## src/rtl/als_pkg.sv

```systemverilog
// Shared definitions for the ambient-light sampling path: FSM state encoding,
// default timing constants and the sensor data width.
package als_pkg;
    localparam int DATA_W            = 8;
    localparam int SAMPLE_PERIOD_DEF = 1_000_000;
    localparam int AVG_LOG2_DEF      = 3;
    localparam int TIMEOUT_DEF       = 2000;

    typedef logic [2:0] als_state_t;

    localparam als_state_t S_IDLE   = 3'd0;
    localparam als_state_t S_WAIT   = 3'd1;
    localparam als_state_t S_START  = 3'd2;
    localparam als_state_t S_READ   = 3'd3;
    localparam als_state_t S_UPDATE = 3'd4;
endpackage

```

## src/rtl/als_avg_window.sv

```systemverilog
// Sliding-window average over the last 2^AVG_LOG2 samples: circular buffer,
// running sum, write pointer and a saturating fill counter that drives avg_valid.
module als_avg_window
    import als_pkg::*;
#(
    parameter int AVG_LOG2 = AVG_LOG2_DEF
) (
    input  logic              clk,
    input  logic              rst,
    input  logic              push,
    input  logic [DATA_W-1:0] din,
    output logic [DATA_W-1:0] average,
    output logic              avg_valid
);
    localparam int DEPTH = 1 << AVG_LOG2;
    localparam int SUM_W = DATA_W + AVG_LOG2;
    localparam int FILL_W = AVG_LOG2 + 1;

    logic [DATA_W-1:0]   win_q [DEPTH];
    logic [DATA_W-1:0]   win_d [DEPTH];
    logic [AVG_LOG2-1:0] wptr_q, wptr_d;
    logic [SUM_W-1:0]    sum_q, sum_d;
    logic [FILL_W-1:0]   fill_q, fill_d;

    // The slot being overwritten leaves the sum as the new sample enters, so the
    // sum always equals the buffer contents and cannot overflow SUM_W bits.
    always_comb begin
        win_d  = win_q;
        wptr_d = wptr_q;
        sum_d  = sum_q;
        fill_d = fill_q;
        if (push) begin
            sum_d         = sum_q - SUM_W'(win_q[wptr_q]) + SUM_W'(din);
            win_d[wptr_q] = din;
            wptr_d        = wptr_q + AVG_LOG2'(1);
            if (!fill_q[AVG_LOG2]) begin
                fill_d = fill_q + FILL_W'(1);
            end
        end
    end

    always_ff @(posedge clk or posedge rst) begin
        if (rst) begin
            for (int i = 0; i < DEPTH; i++) begin
                win_q[i] <= '0;
            end
            wptr_q <= '0;
            sum_q  <= '0;
            fill_q <= '0;
        end else begin
            win_q  <= win_d;
            wptr_q <= wptr_d;
            sum_q  <= sum_d;
            fill_q <= fill_d;
        end
    end

    assign average   = sum_q[SUM_W-1:AVG_LOG2];
    assign avg_valid = fill_q[AVG_LOG2];
endmodule

```

## src/rtl/als_sample_scheduler.sv

```systemverilog
// Periodic ambient-light sample scheduler: issues reads, collects results, flags errors.
// Define ALS_MINMAX_EN to enable running min/max tracking of the sample stream.
module als_sample_scheduler
    import als_pkg::*;
#(
    parameter int SAMPLE_PERIOD = SAMPLE_PERIOD_DEF,
    parameter int AVG_LOG2      = AVG_LOG2_DEF,
    parameter int TIMEOUT       = TIMEOUT_DEF
) (
    input  logic              clk_10Mhz,
    input  logic              reset,
    input  logic              enable,
    input  logic              clear_err,
    output logic              rd_start,
    input  logic              rd_done,
    input  logic [DATA_W-1:0] rd_data,
    output logic [DATA_W-1:0] sample,
    output logic [DATA_W-1:0] average,
    output logic              avg_valid,
    output logic              timeout_err,
    output logic              overrun_err,
    output logic [DATA_W-1:0] min_val,
    output logic [DATA_W-1:0] max_val
);
    localparam int CNT_W = $clog2(SAMPLE_PERIOD);
    localparam int TMO_W = $clog2(TIMEOUT);
    localparam logic [CNT_W-1:0] CNT_LAST = CNT_W'(SAMPLE_PERIOD - 1);
    localparam logic [TMO_W-1:0] TMO_LAST = TMO_W'(TIMEOUT - 1);

    als_state_t        state_q, state_d;
    logic [CNT_W-1:0]  cnt_q, cnt_d;
    logic [TMO_W-1:0]  tmo_q, tmo_d;
    logic              pending_q, pending_d;
    logic              timeout_err_q, timeout_err_d;
    logic              overrun_err_q, overrun_err_d;
    logic [DATA_W-1:0] sample_q, sample_d;
    logic              tick, push, sample_load, tmo_fire;

    assign tick = (state_q != S_IDLE) && (cnt_q == CNT_LAST);

    always_ff @(posedge clk_10Mhz or posedge reset) begin
        if (reset) state_q <= S_IDLE;
        else       state_q <= state_d;
    end

    always_comb begin
        state_d = state_q;
        case (state_q)
            S_IDLE:   if (enable) state_d = S_WAIT;
            S_WAIT:   if (!enable) state_d = S_IDLE;
                      else if (pending_q) state_d = S_START;
            S_START:  state_d = S_READ;
            S_READ:   if (rd_done) state_d = S_UPDATE;
                      else if (tmo_q == TMO_LAST) state_d = enable ? S_WAIT : S_IDLE;
            S_UPDATE: state_d = enable ? S_WAIT : S_IDLE;
            default:  state_d = S_IDLE;
        endcase
    end

    // A done pulse on the terminal timeout count wins over the error.
    always_comb begin
        rd_start    = (state_q == S_START);
        push        = (state_q == S_UPDATE);
        sample_load = (state_q == S_READ) && rd_done;
        tmo_fire    = (state_q == S_READ) && !rd_done && (tmo_q == TMO_LAST);
    end

    always_comb begin
        cnt_d         = (state_q == S_IDLE || tick) ? '0 : cnt_q + CNT_W'(1);
        tmo_d         = tmo_q;
        pending_d     = pending_q;
        timeout_err_d = clear_err ? 1'b0 : timeout_err_q;
        overrun_err_d = clear_err ? 1'b0 : overrun_err_q;
        sample_d      = sample_load ? rd_data : sample_q;
        if (state_q == S_START) begin
            tmo_d     = '0;
            pending_d = 1'b0;
        end else if (state_q == S_READ) begin
            tmo_d = tmo_q + TMO_W'(1);
        end
        if (tick) begin
            if (pending_q && state_q != S_START) overrun_err_d = 1'b1;
            else                                 pending_d     = 1'b1;
        end
        if (state_q == S_IDLE) pending_d = 1'b0;
        if (tmo_fire) timeout_err_d = 1'b1;
    end

    always_ff @(posedge clk_10Mhz or posedge reset) begin
        if (reset) begin
            cnt_q         <= '0;
            tmo_q         <= '0;
            pending_q     <= 1'b0;
            timeout_err_q <= 1'b0;
            overrun_err_q <= 1'b0;
            sample_q      <= '0;
        end else begin
            cnt_q         <= cnt_d;
            tmo_q         <= tmo_d;
            pending_q     <= pending_d;
            timeout_err_q <= timeout_err_d;
            overrun_err_q <= overrun_err_d;
            sample_q      <= sample_d;
        end
    end

    assign sample      = sample_q;
    assign timeout_err = timeout_err_q;
    assign overrun_err = overrun_err_q;

    als_avg_window #(.AVG_LOG2(AVG_LOG2)) u_window (
        .clk       (clk_10Mhz),
        .rst       (reset),
        .push      (push),
        .din       (sample_q),
        .average   (average),
        .avg_valid (avg_valid)
    );

`ifdef ALS_MINMAX_EN
    logic [DATA_W-1:0] min_q, min_d, max_q, max_d;

    always_comb begin
        min_d = clear_err ? '1 : min_q;
        max_d = clear_err ? '0 : max_q;
        if (push && sample_q < min_d) min_d = sample_q;
        if (push && sample_q > max_d) max_d = sample_q;
    end

    always_ff @(posedge clk_10Mhz or posedge reset) begin
        if (reset) begin
            min_q <= '1;
            max_q <= '0;
        end else begin
            min_q <= min_d;
            max_q <= max_d;
        end
    end

    assign min_val = min_q;
    assign max_val = max_q;
`else
    assign min_val = '1;
    assign max_val = '0;
`endif
endmodule

```

## config.mk

```make
export PLATFORM = sky130hd
export DESIGN_NAME = als_sample_scheduler
export DESIGN_NICKNAME = d
export VERILOG_FILES = /design/src/rtl/als_pkg.sv /design/src/rtl/als_avg_window.sv /design/src/rtl/als_sample_scheduler.sv
export SDC_FILE = /design/constraint.sdc
export NUM_CORES = 1
export LEC_CHECK = 0
export CAP_MARGIN = 20
export CORE_MARGIN = 2
export CORE_UTILIZATION = 25
export DETAILED_ROUTE_END_ITERATION = 7
export GPL_TIMING_DRIVEN = 0
export PLACE_DENSITY = 0.51
export SETUP_SLACK_MARGIN = 0.4
export SLEW_MARGIN = 20
export SYNTH_ARGS = -nofsm -noshare
export SYNTH_HDL_FRONTEND = slang
export SYNTH_SLANG_ARGS = --single-unit
```

## constraint.sdc

```tcl
create_clock -name clk_10Mhz -period 5.1 [get_ports clk_10Mhz]
set_input_delay 1.02 -clock clk_10Mhz [delete_from_list [all_inputs] [get_ports clk_10Mhz]]
set_output_delay 1.02 -clock clk_10Mhz [all_outputs]
set_load 0.01 [all_outputs]
```

==> results_dict.tcl <==
set metrics [dict create \
    outcome "finished, final reports clean" \
    min_from "u_window.fill_q[2]" \
    rsz0062_at_grt "no" \
    cap_violations 0 \
    synthesis.instances 575 \
    grt_overflow 0 \
    cts_made_buffers 17 \
    post_cts_resized 0 \
    finalCritPeriodShare_pct 81.0 \
    cp_num_buf_inv 2 \
    design.core.area_um2 26000 \
    p_sw_w 0.000981 \
    io-pin-count 49 \
    clk_path_buf_depth 2 \
    grt_max_degree 91 \
    skew_ns 0.0157 \
    critPathMaxFanout 10 \
    track_usage_pct 11.0 \
    ir_drop_uv 226 \
    final.setup.tns_ns 0 \
    dp_slack_ns 0.962 \
    synthDominantCellAreaShare_pct 48.3 \
    grt_pass1_wl_mm 23.8 \
    grt_pass1_vias 4274 \
    slew_headroom_pct 48.2 \
    portBuffers 32 \
    cp-startpoint "u_window.wptr_q[2]" \
    hold_viol 0 \
    p_clk_share_pct 37.1 \
    hpwl_mm 9.77 \
    crit_path_start_kind "register" \
    hold_buffers 0 \
    drt-initial-drc-count 185 \
    wire_per_inst_um 14.6 \
    holdWs_ns 0.469 \
    synth-edff-count 0 \
    synthTopCellsByArea "dfrtp_1 (48%), mux2_2 (11%), mux4_2 (5.5%)" \
    synth_commonest_cells "dfrtp_1 (127), mux2_2 (62), nand2_1 (49)" \
    initial_utilization_pct 25.3 \
    required_ns 5.41 \
    fillers 2710 \
    die_y_um 166 \
    worst_hold_path_type "reg2reg" \
    worst_slack_ns 0.970 \
    fmax_ghz 0.242 \
    cts_setup_buffers 0 \
    fin_nets 677 \
    cts_tree "done" \
    synth_ff_type "dfrtp_1" \
    gr-usage-met3_pct 2.60 \
    busiest_layer "met2" \
    insertion_delay_ns 0.42 \
    worstMarginPinSlew_ns 0.777 \
    drt_wl_total_mm 14.4 \
    reg2reg_from "u_window.wptr_q[2]" \
    leakage_nw 3.68 \
    maxSlewViolCount 0 \
    area_growth_pct 21.0 \
    cellPowerDensity_nw_per_um2 394 \
    cts_root_buf "clkbuf_16" \
    crit_chain "clkbuf_1 -> buf_1 -> mux4_2 -> mux2_2 -> fa_1 -> fa_1 -> nor2b_1 -> o31a_1 -> nor2_1 -> o2111a_1 -> a221o_1" \
    p_seq_share_pct 36.7 \
    endpoint_kind "register" \
    total_power_w 0.00314 \
    met2_usage_pct 16.7 \
    comb_power_share_pct 26.2 \
    place.gp.congestion 0.753 \
    dp_cells 957 \
    async_reset_ff_share_pct 100 \
    yosysUniqueCellTypes 58 \
    p_sw_share_pct 31.3 \
    cts.clk_slew.worst_paths_ns 0.06 \
    grt_antenna_before_repair 0 \
    grt_use_met1_pct 15.3 \
    p_int_w 0.00215 \
    instances_no_fill 988 \
    synth.yosys.warnings 0 \
    yosysTopAreaCell "dfrtp_1" \
    cp.arrival_ns 4.44 \
    drtPass1Iterations 5 \
    h-tree-depth 4 \
    rows 59 \
    vias_per_cell 4.31 \
    finalSetupViolCount 0 \
    avgSynthCellArea_um2 11.5 \
    yosysSeqAreaShare_pct 48.3 \
    worst_path_max_delay_cell "buf_1" \
    drive_gt1_share_pct 22.8 \
    max_stage_delay_ns 0.65 \
    yosysMostFrequentCell "dfrtp_1" \
    die_w_um 166 \
    antenna_left 0 \
    cpLargestDelayFamily "buffers and inverters" \
    cp_common_cell "fa_1" \
    vias 4255 \
    antenna_cells 0 \
    clock_sinks 127 \
    ys_seq_elements 127 \
    die_area_um2 27600 \
    synth_area_um2 6580 \
    worstSetupPathType "reg2reg" \
    period_minus_slack_ns 4.13 \
    drc_errors 0 \
]
==> power by group through the flow <==
stage	Sequential [W]	Clock, W	Combinational, W
3_5_place_dp	0.00117	0	0.000827
3_3_place_gp	0.00117	0	0.000819
5_1_grt	0.00117	0.00123	0.000940
4_1_cts	0.00115	0.00119	0.000831
2_1_floorplan	0.00115	0	0.000606
6_report	0.00115	0.00116	0.000823
==> worst reg2reg max path, stage by stage (launching register included) <==
cell and delay (ns):
dfrtp_1 0.31, clkbuf_1 0.38, buf_1 0.65, mux4_2 0.42, mux2_2 0.31, fa_1 0.49, fa_1 0.48, nor2b_1 0.18
o31a_1 0.20, nor2_1 0.10, o2111a_1 0.25, a221o_1 0.25
==> per-stage QoR <==
step,util (%),instance area [um^2]
floorplan,-,6640
global placement,28.4,7380
global route,30.7,7970
detailed placement,28.5,7410
CTS,30.7,7970
finish,30.7,7970
==> cells in the final DEF (no fill, tap or decap), types with 3 or more instances in the layout <==
cell type,Yosys,routed
xor2_1,20,20
buf_4,25,25
dfrtp_1,127,127
a21oi_1,10,10
nand2_2,3,3
conb_1,2,16
nand4_1,5,5
or3_1,3,3
nor4_1,4,4
clkinvlp_4,0,3
nor3_1,5,5
and3_1,6,6
nor2_1,40,40
mux4_2,16,16
buf_6,3,3
fa_1,8,8
clkbuf_16,0,17
mux2_2,62,62
o21ai_0,31,31
nor2b_1,4,4
nand2_1,49,49
mux2i_1,4,4
clkdlybuf4s50_1,0,32
nand2b_1,5,5
clkbuf_1,10,12
buf_2,3,3
ha_1,15,15
nand3_1,21,21
clkinv_2,0,6
inv_1,39,38
xnor2_1,14,14
==> layer usage <==
layer	vias up	wire length, um	part of all wire [%]
met5	-	0	0
met1	2068	7170	50
li1	2094	-	-
met2	75	6440	45
met3	18	566	3.9
met4	0	209	1.5
==> area by class of cell <==
cell class                      count  area (um^2)  share of cell area [%]
Buffer                             42          278                    3.49
Clock buffer                       19          433                    5.44
Clock inverter                     12          121                    1.52
Inverter                           39          154                    1.93
Multi-Input combinational cell    381         3030                    38.1
Sequential cell                   127         3180                    39.9
Tap cell                          335          419                    5.26
Timing Repair Buffer               33          348                    4.37
==> registers in the layout (all words and copies together), names as in the netlist <==
| name | flops |
|---|---|
| timeout_err | 1 |
| pending_q | 1 |
| u_window.sum_q | 11 |
| tmo_q | 11 |
| overrun_err | 1 |
| u_window.wptr_q | 3 |
| u_window.win_q | 64 |
| state_q | 3 |
| sample | 8 |
| u_window.fill_q | 4 |
| cnt_q | 20 |
==> worst paths after layout <==
kind / cells past startpoint / slack [ns] / end
min in group asynchronous: 2 / 0.99 / sample[2]
worst max-delay path: 11 / 0.97 / u_window.sum_q[8]
worst max register to register: 11 / 0.97 / u_window.sum_q[8]
worst min register to register: 1 / 0.47 / u_window.fill_q[2]
worst min-delay path: 1 / 0.47 / u_window.fill_q[2]
max in group asynchronous: 3 / 3.39 / cnt_q[3]
==> kinds of logic (layout without fill, tap and decap cells) <==
kind of cell	Yosys count	after routing	synth area share [%]
adders and majority gates	23	23	5.28
buffers and inverters	81	145	6.44
other	2	16	0.114
and+or+nand+nor	161	161	12.4
xor gates and xnor gates	34	34	4.52
AOI/OAI and AO/OA	64	64	6.06
muxes	83	83	16.9
DFF	127	127	48.3
No activity file was read; power rests on OpenSTA's default activity.
